--- src/rtl/gshare_predictor.sv ---
// ---------------------------------------------------------------------------
// gshare_predictor
//
// Two-level dynamic branch predictor with a global history register (GHR)
// and a table of saturating counters. The fetch stage issues a lookup on
// the predict port. The execute stage returns resolved directions on the
// update port, and these train the table and shift the GHR.
//
// Parameters:
//   PC_W   - branch PC width (must be >= IDX_W)
//   HIST_W - GHR length, 1..IDX_W
//   IDX_W  - table index width, depth = 2**IDX_W
//   CNT_W  - saturating counter width (>= 2)
//   GSHARE - 1: index = pc XOR history, 0: index = {pc, history} (gselect)
//
// Ports:
//   clk, rst_n      - rising-edge clock, asynchronous active-low reset
//   pred_valid      - lookup request
//   pred_pc         - PC to predict
//   pred_out_valid  - one-cycle pulse, prediction registered
//   pred_taken      - predicted direction, held until next lookup
//   pred_idx        - table index used, held until next lookup
//   upd_valid       - resolved branch
//   upd_pc          - PC of resolved branch
//   upd_taken       - actual direction
//
// Optional build macro PRED_STATS_EN adds:
//   stat_upd        - saturating count of updates
//   stat_miss       - saturating count of updates whose pre-update
//                     prediction disagreed with the outcome
// ---------------------------------------------------------------------------
module gshare_predictor #(
  parameter int unsigned PC_W   = 5,
  parameter int unsigned HIST_W = 4,
  parameter int unsigned IDX_W  = 4,
  parameter int unsigned CNT_W  = 2,
  parameter int unsigned GSHARE = 1
) (
  input  logic              clk,
  input  logic              rst_n,
  input  logic              pred_valid,
  input  logic [PC_W-1:0]   pred_pc,
  output logic              pred_out_valid,
  output logic              pred_taken,
  output logic [IDX_W-1:0]  pred_idx,
  input  logic              upd_valid,
  input  logic [PC_W-1:0]   upd_pc,
  input  logic              upd_taken
`ifdef PRED_STATS_EN
  ,
  output logic [15:0]       stat_upd,
  output logic [15:0]       stat_miss
`endif
);

  localparam int unsigned      DEPTH    = 1 << IDX_W;
  localparam logic [CNT_W-1:0] CNT_INIT = {1'b0, {(CNT_W-1){1'b1}}};
  localparam logic [CNT_W-1:0] CNT_MAX  = '1;
  localparam logic [CNT_W-1:0] CNT_MIN  = '0;

  logic [CNT_W-1:0]  pht [DEPTH];
  logic [HIST_W-1:0] ghr;

  logic [IDX_W-1:0]  lkp_idx;
  logic [IDX_W-1:0]  upd_idx;
  logic [CNT_W-1:0]  upd_cnt;
  logic [CNT_W-1:0]  upd_cnt_next;
  logic [HIST_W:0]   ghr_shift;
  logic [HIST_W-1:0] ghr_next;

  // Only the low IDX_W PC bits take part in indexing.
  logic unused_pc_bits;
  assign unused_pc_bits = ^{pred_pc, upd_pc};

  // Index function. Bit-wise loops keep both modes legal for every
  // HIST_W/IDX_W combination, including HIST_W == IDX_W where gselect
  // uses no PC bits at all.
  function automatic logic [IDX_W-1:0] calc_idx(input logic [PC_W-1:0]   pc,
                                                input logic [HIST_W-1:0] hist);
    logic [IDX_W-1:0] hist_ext;
    logic [IDX_W-1:0] idx;
    hist_ext = '0;
    hist_ext[HIST_W-1:0] = hist;
    if (GSHARE != 0) begin
      idx = pc[IDX_W-1:0] ^ hist_ext;
    end else begin
      idx = hist_ext;
      for (int unsigned i = HIST_W; i < IDX_W; i++) begin
        idx[i] = pc[i-HIST_W];
      end
    end
    return idx;
  endfunction

  always_comb begin
    lkp_idx = calc_idx(pred_pc, ghr);
    upd_idx = calc_idx(upd_pc, ghr);
  end

  // Saturating counter step for the entry being trained.
  always_comb begin
    upd_cnt      = pht[upd_idx];
    upd_cnt_next = upd_cnt;
    if (upd_taken) begin
      if (upd_cnt != CNT_MAX) upd_cnt_next = upd_cnt + 1'b1;
    end else begin
      if (upd_cnt != CNT_MIN) upd_cnt_next = upd_cnt - 1'b1;
    end
  end

  // The newest outcome enters at the LSB and the oldest bit falls off.
  always_comb begin
    ghr_shift = {ghr, upd_taken};
    ghr_next  = ghr_shift[HIST_W-1:0];
  end

  // Pattern table. A lookup in the same cycle as an update reads the
  // pre-edge value because the write lands at the same edge.
  always_ff @(posedge clk or negedge rst_n) begin
    if (!rst_n) begin
      for (int unsigned i = 0; i < DEPTH; i++) begin
        pht[i] <= CNT_INIT;
      end
    end else if (upd_valid) begin
      pht[upd_idx] <= upd_cnt_next;
    end
  end

  // The history is non-speculative, so only resolved branches move it.
  always_ff @(posedge clk or negedge rst_n) begin
    if (!rst_n) begin
      ghr <= '0;
    end else if (upd_valid) begin
      ghr <= ghr_next;
    end
  end

  // Registered prediction outputs.
  always_ff @(posedge clk or negedge rst_n) begin
    if (!rst_n) begin
      pred_out_valid <= 1'b0;
      pred_taken     <= 1'b0;
      pred_idx       <= '0;
    end else begin
      pred_out_valid <= pred_valid;
      if (pred_valid) begin
        pred_taken <= pht[lkp_idx][CNT_W-1];
        pred_idx   <= lkp_idx;
      end
    end
  end

`ifdef PRED_STATS_EN
  logic upd_miss;
  assign upd_miss = upd_cnt[CNT_W-1] != upd_taken;

  always_ff @(posedge clk or negedge rst_n) begin
    if (!rst_n) begin
      stat_upd  <= '0;
      stat_miss <= '0;
    end else if (upd_valid) begin
      if (stat_upd != '1) stat_upd <= stat_upd + 16'd1;
      if (upd_miss && (stat_miss != '1)) stat_miss <= stat_miss + 16'd1;
    end
  end
`endif

endmodule

--- config.mk ---
export PLATFORM = sky130hd
export DESIGN_NAME = gshare_predictor
export DESIGN_NICKNAME = d
export VERILOG_FILES = /design/src/rtl/gshare_predictor.sv
export SDC_FILE = /design/constraint.sdc
export NUM_CORES = 1
export LEC_CHECK = 0
export CAP_MARGIN = 20
export CORE_MARGIN = 5
export CORE_UTILIZATION = 55
export CTS_CLUSTER_SIZE = 10
export DETAILED_ROUTE_END_ITERATION = 8
export GPL_TIMING_DRIVEN = 0
export PLACE_DENSITY_LB_ADDON = 0.3
export SETUP_SLACK_MARGIN = 0.2
export SYNTH_ARGS = -nofsm -noshare
export SYNTH_HDL_FRONTEND = slang
export SYNTH_SLANG_ARGS = --single-unit
--- constraint.sdc ---
create_clock -name clk -period 6.9 [get_ports clk]
set_input_delay 1.38 -clock clk [delete_from_list [all_inputs] [get_ports clk]]
set_output_delay 1.38 -clock clk [all_outputs]
set_load 0.01 [all_outputs]
---- Word level (Yosys, flattened, before mapping) ----
Index checks and enable logic that the tools add are counted.
word-level totals
  register bits ........................... 42
  latch bits .............................. 0
  bits in writable memories ............... 0
  ROM bits ................................ 0
  input port bits ......................... 15
  output and inout port bits .............. 6
  word-level logic and storage cells ...... 44
  memories kept ........................... 0
cells by class
  add/subtract/negate cells ............... 2
  $mul .................................... 0
  div/mod/pow operators ................... 0
  order comparisons ....................... 3
  eq/ne operators ......................... 1
  shifts and indexed selects .............. 0
  mux-type cells .......................... 12
  bitwise operators ....................... 4
  reductions and logical operators ........ 2
operator list
  operator             count
  $bwmux 32            1
  $bmux 2 s4           2
  $mux 2               8
  $ge 5x5->1 const B   2
  $not 4->5            2
  $demux 2 s4          1
  $xor 4x4->4          2
  $lt 5x1->1 const B   1
  $add 2x1->2 const B  1
  $ne 2x2->1 const B   1
  $reduce_bool 2->1    1
  $sub 2x1->2 const B  1
  $logic_and 1x1->1    1

---- Longest topological paths before layout ----
Gate-level depths: netlist of the first run.
  word-level depth ........................ 9
  mapped depth ............................ 7
  gate-level depth less buffers ........... 6

---- Worst setup path after synthesis of the first run ----
Ideal clock, no wire load.
  path type ............................... input -> register
  start ................................... in upd_pc[0]
  end ..................................... reg pht[13] in the netlist's numbering
  library setup time ...................... 125 ps
  data arrival time ....................... 3292 ps
  setup slack ............................. 3484 ps
  stages .................................. 7
  path buffers ............................ 1
  path through ............................ xor2_4 > mux4_1 > a22oi_1 > nand2_1 > maj3_2 > clkbuf_1 > mux2_2
on the way
  word-level cells in the longest chain between the ends .. 9
RTL lines
  what                                       RTL line  source
  start: declaration                         47        input logic [PC_W-1:0] upd_pc,
  $xor 4x4->4 (*)                            85        idx = pc[IDX_W-1:0] ^ hist_ext;
  $not 4->5 (implied by the code) (*)        102, 125
  $bmux 2 s4                                 102       upd_cnt = pht[upd_idx];
  $mux 2 (implied by the code) (2 in a row)  102
  $sub 2x1->2, or another cell as far along  107       if (upd_cnt != CNT_MIN) upd_cnt_next = upd_cnt - 1'b1;
  $mux 2 (on tied branches)                  107, 105
  $mux 2                                     104       if (upd_taken) begin
  $bwmux 32 (*)                              125       pht[upd_idx] <= upd_cnt_next;
  end signal: indexed assignment             125
  end: declaration                           61        logic [CNT_W-1:0] pht [DEPTH];
Every way passes the cells marked *; elsewhere a longest branch is shown, timed or not. The select of a mux whose other input is x is not followed.
A chain may end at the register's enable or synchronous reset.

---- Final worst setup path of the first run ----
  start ................................... in upd_pc[1]
  end ..................................... reg pht[23] in the netlist's numbering
Same word-level chain as after synthesis.

==> results.cfg, run 1 <==
[sta]
fin_ws_ns = 2.65
fin_crit_sh = 0.615
worst_pin_slew_ns = 1.02
finClkSkew_ns = 0.00684
relSlewSlack = 0.316
tns_ns = 0
final-max-slew-violation-count = 0
hold_ws_ns = 0.513
fmax_mhz = 236
rsz0062_at_grt = no
hold_viol = 0
layout_min_cycle_time_ns = 4.25
finalSetupViolCount = 0

[yosys]
synth-edff-count = 0
synthSimpleGateAreaFrac = 0.0677
synth_common_cells = mux2_2, dfrtp_1, nor2_1
synthMuxAreaShare = 0.366
async_flop_share = 1.00
synth.distinct_cells = 19
synthAdderAreaFrac = 0.0102
synth_area_leaders = dfrtp_1, dfstp_2, mux2_2
synth_xor_area_frac = 0.0559
yosys_register_bits = 42
ys_seq_area_frac = 0.483
yosysTopAreaCellShare = 0.293
synth_top_family_by_area = multiplexers
synth_top_area_cell = dfrtp_1
synthCells = 151
yosysMostFrequentCell = mux2_2
yosysWarnings = 0
syn_avg_cell_area_um2 = 14.7
synth_ff_type = dfrtp_1
syn_area_um2 = 2220
syn_nets = 166
synth-compound-area-share = 0.00903

[clocking]
cts_resized = 0
cts.sinks = 42
clk_pin_slew_ns = 0.07
worstSkewPairLatency_ns = 0.30
cts_tree = built
htreeDepth = 2
cts_made_buffers = 5
cts-hold-fix-buffers = 0
cts_setup_buffers = 0
clockBufferDepth = 2
clockRootBuffer = clkbuf_8

[drt]
drc = 0
drt-initial-drc-count = 77
viasPerCell = 6.06
dr.pass1.iters = 4
dr_total_vias = 1369
drt-total-wl_um = 4740
wire_per_inst_um = 21.0
drt.antenna.violating_nets = 0

[critical_path]
worstPathMaxFanout = 10
crit_type = in -> reg
critPathArrivalTime_ns = 4.43
cp.required_ns = 7.08
cp-start-kind = primary input
cp-end-kind = register

[power]
leakagePower_nw = 1.08
p_sw_frac = 0.314
ir_drop_mv = 0.213
clkPwrFrac = 0.165
internal_power_mw = 0.669
switching_power_mw = 0.306
comb_power_share = 0.384
pwr-share-seq = 0.450
p_per_area_nw_per_um2 = 385

[run_status]
status = finished clean

[placement]
gp_congestion = 0.934
io_buffers = 17
dpl_worst_slack_ns = 2.40
dp_hpwl_um = 3410

[floorplan]
start_util = 0.562
ios = 21
die_x_um = 73.5
core_area_um2 = 3940
die_y_um = 73.5
core.rowCount = 23
die_area_um2 = 5400

[global_route]
grtUsageTotal = 0.199
grt.overflow.total = 0
grt_pass1_wl_um = 7800
antenna_found_initial = 0
grt_pass1_vias = 1469
grt_max_degree = 43

[run]
drv_cap = 0

[cells_and_area]
num_antenna_cells = 0
final_layout_size_suffix_gt1_frac = 0.420
nNetsFinal = 190
syn2layout_area_growth_pct = 14.4

[min_path]
hold_path.class = reg -> reg
[through the flow]
| stage | utilization | power (mW) | instances | cell area (um^2) |
|---|---|---|---|---|
| 2_1_floorplan | - | 0.697 | 151 | 2220 |
| 3_3_place_gp | 0.621 | 0.792 | 218 | 2450 |
| 6_report | 0.643 | 0.976 | 226 | 2540 |
| 4_1_cts | 0.643 | 0.982 | 226 | 2540 |
| 5_1_grt | 0.643 | 1.03 | 226 | 2540 |
| 3_5_place_dp | 0.620 | 0.816 | 218 | 2440 |
[flip-flops by register name (all words and copies together), names as in the netlist]
signal          cells
pht                32
pred_out_valid      1
pred_idx            4
ghr                 4
pred_taken          1
[cells in the final DEF (no fill, tap or decap)]
| master | synthesis | final |
|---|---|---|
| a21oi_1 | 1 | 1 |
| a22oi_1 | 2 | 2 |
| and4_4 | 1 | 1 |
| buf_2 | 0 | 1 |
| buf_6 | 1 | 1 |
| clkbuf_1 | 2 | 3 |
| clkbuf_8 | 0 | 6 |
| clkdlybuf4s50_1 | 0 | 16 |
| clkinv_2 | 0 | 1 |
| dfrtp_1 | 26 | 26 |
| dfstp_2 | 16 | 16 |
| maj3_2 | 2 | 2 |
| mux2_2 | 30 | 30 |
| mux2_4 | 10 | 10 |
| mux4_1 | 8 | 8 |
| mux4_2 | 5 | 5 |
| nand2_1 | 9 | 9 |
| nand3_1 | 4 | 4 |
| nand4_1 | 1 | 1 |
| nor2_1 | 21 | 21 |
| xnor2_1 | 5 | 5 |
| xor2_1 | 6 | 6 |
| xor2_4 | 1 | 1 |
[final timing paths]
| path | startpoint | end | slack, ns | depth (start not counted) |
|---|---|---|---|---|
| worst max-delay path | upd_pc[1] | pht[23] | 2.65 | 8 |
| worst min-delay path | pred_idx[1] | pred_idx[1] | 0.51 | 1 |
| worst max register to register | ghr[1] | pht[23] | 3.79 | 7 |
| worst min register to register | pred_idx[1] | pred_idx[1] | 0.51 | 1 |
| max in group asynchronous | rst_n | pht[29] | 5.13 | 1 |
| min in group asynchronous | rst_n | pht[7] | 1.21 | 1 |
[routing by layer]
layer | global-route usage | up-vias | wire (um)
li1 | - | 610 | -
met1 | 0.248 | 707 | 1910
met2 | 0.320 | 37 | 2430
met3 | 0.0643 | 15 | 271
met4 | 0.0805 | 0 | 131
met5 | 0 | - | 0
[critical path, cell delays in order]
cell and delay [ns]:
clkdlybuf4s50_1 0.52, xor2_1 0.82, mux4_1 0.45, a22oi_1 0.20, nand2_1 0.10, maj3_2 0.38
clkbuf_1 0.25, mux2_2 0.33
[kinds of logic (layout without fill, tap and decap cells)]
kind of cell,count (synthesis),in the layout
multiplexers,53,53
flip-flops,42,42
AND/OR/NAND/NOR,36,36
XOR/XNOR,12,12
AO/OA/AOI/OAI,3,3
buffers and inverters,3,28
adder cells (fa/ha/maj),2,2
[cell type report]
type,instances,area [um^2]
fillers,285,1410
multi-input cells,106,1130
clock inverters,1,5.00
flip-flops and latches,42,1070
repair buffers,17,165
plain buffers,3,18.8
well taps,50,62.6
clock buffers,7,86.3
[power by group through the flow]
stage | Combinational (mW) | Clock (mW) | Sequential, mW
2_1_floorplan | 0.277 | 0 | 0.420
3_3_place_gp | 0.363 | 0 | 0.429
3_5_place_dp | 0.374 | 0 | 0.442
4_1_cts | 0.378 | 0.165 | 0.439
5_1_grt | 0.402 | 0.177 | 0.452
6_report | 0.375 | 0.161 | 0.439
No activity file was read; power rests on OpenSTA's default activity.
==> run 2: changes to the inputs <==
==> constraint.sdc (replaced) <==
create_clock -name clk -period 4.2 [get_ports clk]
set_input_delay 0.84 -clock clk [delete_from_list [all_inputs] [get_ports clk]]
set_output_delay 0.84 -clock clk [all_outputs]
set_load 0.01 [all_outputs]
==> results of run 2 <==
The final DEF is identical to that of run 1. Status: finished clean.
Among the figures that moved: setup slack after placement 2.40 ns -> 0.237 ns; setup slack after layout 2.65 ns -> 0.494 ns; register-to-register setup slack 3.79 ns -> 1.09 ns; total power 0.976 mW -> 1.60 mW; worst IR drop on VDD 0.213 mV -> 0.350 mV
==> run 3: changes to the inputs <==
--- a/config.mk
+++ b/config.mk
@@ -6,7 +6,7 @@
 export NUM_CORES = 1
 export LEC_CHECK = 0
 export CAP_MARGIN = 20
-export CORE_MARGIN = 5
+export CORE_MARGIN = 1
 export CORE_UTILIZATION = 55
 export CTS_CLUSTER_SIZE = 10
 export DETAILED_ROUTE_END_ITERATION = 8
==> results.cfg, run 3 (synthesis gave the netlist of run 1 again) <==
[cells_and_area]
largest_reg_flops = 32
final_layout_size_suffix_gt1_frac = 0.409
layout_commonest_cell = mux2_2
num_antenna_cells = 0
reg_top3 = pht (32), ghr (4), pred_idx (4)
syn2layout_area_growth_pct = 13.8
largest_register = pht
stdcell_count = 224
nNetsFinal = 190
final_cell_mix = mux2_2, dfrtp_1, nor2_1

[clocking]
cts_setup_buffers = 0
cts_tree = built
cts_resized = 0
cts_made_buffers = 5
htreeDepth = 2
clk_pin_slew_ns = 0.07
clockBufferDepth = 2
cts-hold-fix-buffers = 0
worstSkewPairLatency_ns = 0.29
clockRootBuffer = clkbuf_8
cts.sinks = 42

[sta]
tns_ns = 0
layout_min_cycle_time_ns = 3.67
hold_ws_ns = 0.510
rsz0062_at_grt = no
fmax_mhz = 272
final-max-slew-violation-count = 0
fin_crit_sh = 0.875
finClkSkew_ns = 0.00362
worst_pin_slew_ns = 0.955
fin_ws_ns = 0.526
finalSetupViolCount = 0
relSlewSlack = 0.361
hold_viol = 0

[global_route]
antenna_found_initial = 0
grt_pass1_vias = 1416
grt.overflow.total = 0
grt_pass1_wl_um = 7270
grt_max_degree = 43
grtUsageTotal = 0.246

[placement]
gp_congestion = 0.864
dp_hpwl_um = 3270
dp.cells = 216
dpl_worst_slack_ns = 0.256
io_buffers = 17

[floorplan]
core_area_um2 = 3770
ios = 21
die_area_um2 = 4290
start_util = 0.588
core.rowCount = 22
die_x_um = 65.5
die_y_um = 65.5

[power]
ir_drop_mv = 0.247
p_per_area_nw_per_um2 = 627
comb_power_share = 0.391
pwr-share-seq = 0.455
clkPwrFrac = 0.155
p_sw_frac = 0.314
leakagePower_nw = 1.07
switching_power_mw = 0.497
internal_power_mw = 1.08

[critical_path]
reg2reg_depth = 7
worstPathMaxFanout = 10
path_buf_inv = 2
regToRegSetupSlack_ns = 1.12
r2r-start = ghr[1]
cp-start-kind = primary input
max_stage_delay_ns = 0.77
critPathArrivalTime_ns = 3.85
r2r-end = pht[25]
cp.required_ns = 4.38
slowest_stage = xor2_1
cp-end-kind = register
crit_type = in -> reg
critPathTopFamily = XOR/XNOR gates
crit_chain = clkdlybuf4s50_1 -> xor2_1 -> mux4_1 -> a22oi_1 -> nand2_1 -> maj3_2 -> clkbuf_1 -> mux2_2

[drt]
drt-initial-drc-count = 146
drc = 0
drt.antenna.violating_nets = 0
dr.pass1.iters = 4
drt-total-wl_um = 4530
dr_total_vias = 1344
wire_per_inst_um = 20.2
viasPerCell = 6.00

[min_path]
hold_path.class = reg -> reg
holdPathEnd = pred_idx[3]
hold_depth = 1
hold_start = pred_idx[3]

[run_status]
status = finished clean

[run]
drv_cap = 0
==> run 3: how the worst max path moves through the flow <==
stage          startpoint      end  slack [ns]  cells after the start
2_1_floorplan   upd_pc[0]  pht[13]        1.32                      7
3_3_place_gp    upd_pc[1]  pht[19]        0.35                      8
3_5_place_dp    upd_pc[1]  pht[25]        0.26                      8
4_1_cts         upd_pc[1]  pht[25]        0.55                      8
5_1_grt         upd_pc[1]  pht[25]        0.40                      8
6_report        upd_pc[1]  pht[25]        0.53                      8
==> run 3: layout make-up <==
cell class                 count  area [um^2]
fill                         261         1250
sequential                    42         1070
multi-input combinational    106         1130
tap                           48         60.1
timing repair buffer          17          165
clock buffer                   8         80.1
buffer                         3         18.8
==> run 3: through the flow <==
stage,utilization,power [mW],cell area [um^2]
2_1_floorplan,-,1.14,2220
3_3_place_gp,0.649,1.30,2450
3_5_place_dp,0.648,1.34,2440
4_1_cts,0.669,1.58,2520
5_1_grt,0.669,1.67,2520
6_report,0.669,1.58,2520
==> run 3: worst register-to-register path: stages (launching register included) <==
cell      delay [ns]
dfrtp_1         0.45
xor2_1          0.79
mux4_1          0.44
a22oi_1         0.22
nand2_1         0.13
maj3_2          0.38
clkbuf_1        0.23
mux2_2          0.32
==> run 3: power groups by stage <==
| stage | logic, mW | registers (mW) | clock network (mW) |
|---|---|---|---|
| after floorplan | 0.455 | 0.690 | 0 |
| after global placement | 0.591 | 0.709 | 0 |
| after detailed placement | 0.613 | 0.723 | 0 |
| after CTS | 0.617 | 0.717 | 0.249 |
| after global routing | 0.662 | 0.736 | 0.268 |
| final | 0.618 | 0.719 | 0.245 |
==> run 3: layer usage <==
| layer | up-vias | global-route usage | wire length [um] |
|---|---|---|---|
| li1 | 606 | - | - |
| met1 | 689 | 0.321 | 2000 |
| met2 | 40 | 0.392 | 2270 |
| met3 | 9 | 0.0538 | 166 |
| met4 | 0 | 0.117 | 93 |
| met5 | - | 0 | 0 |
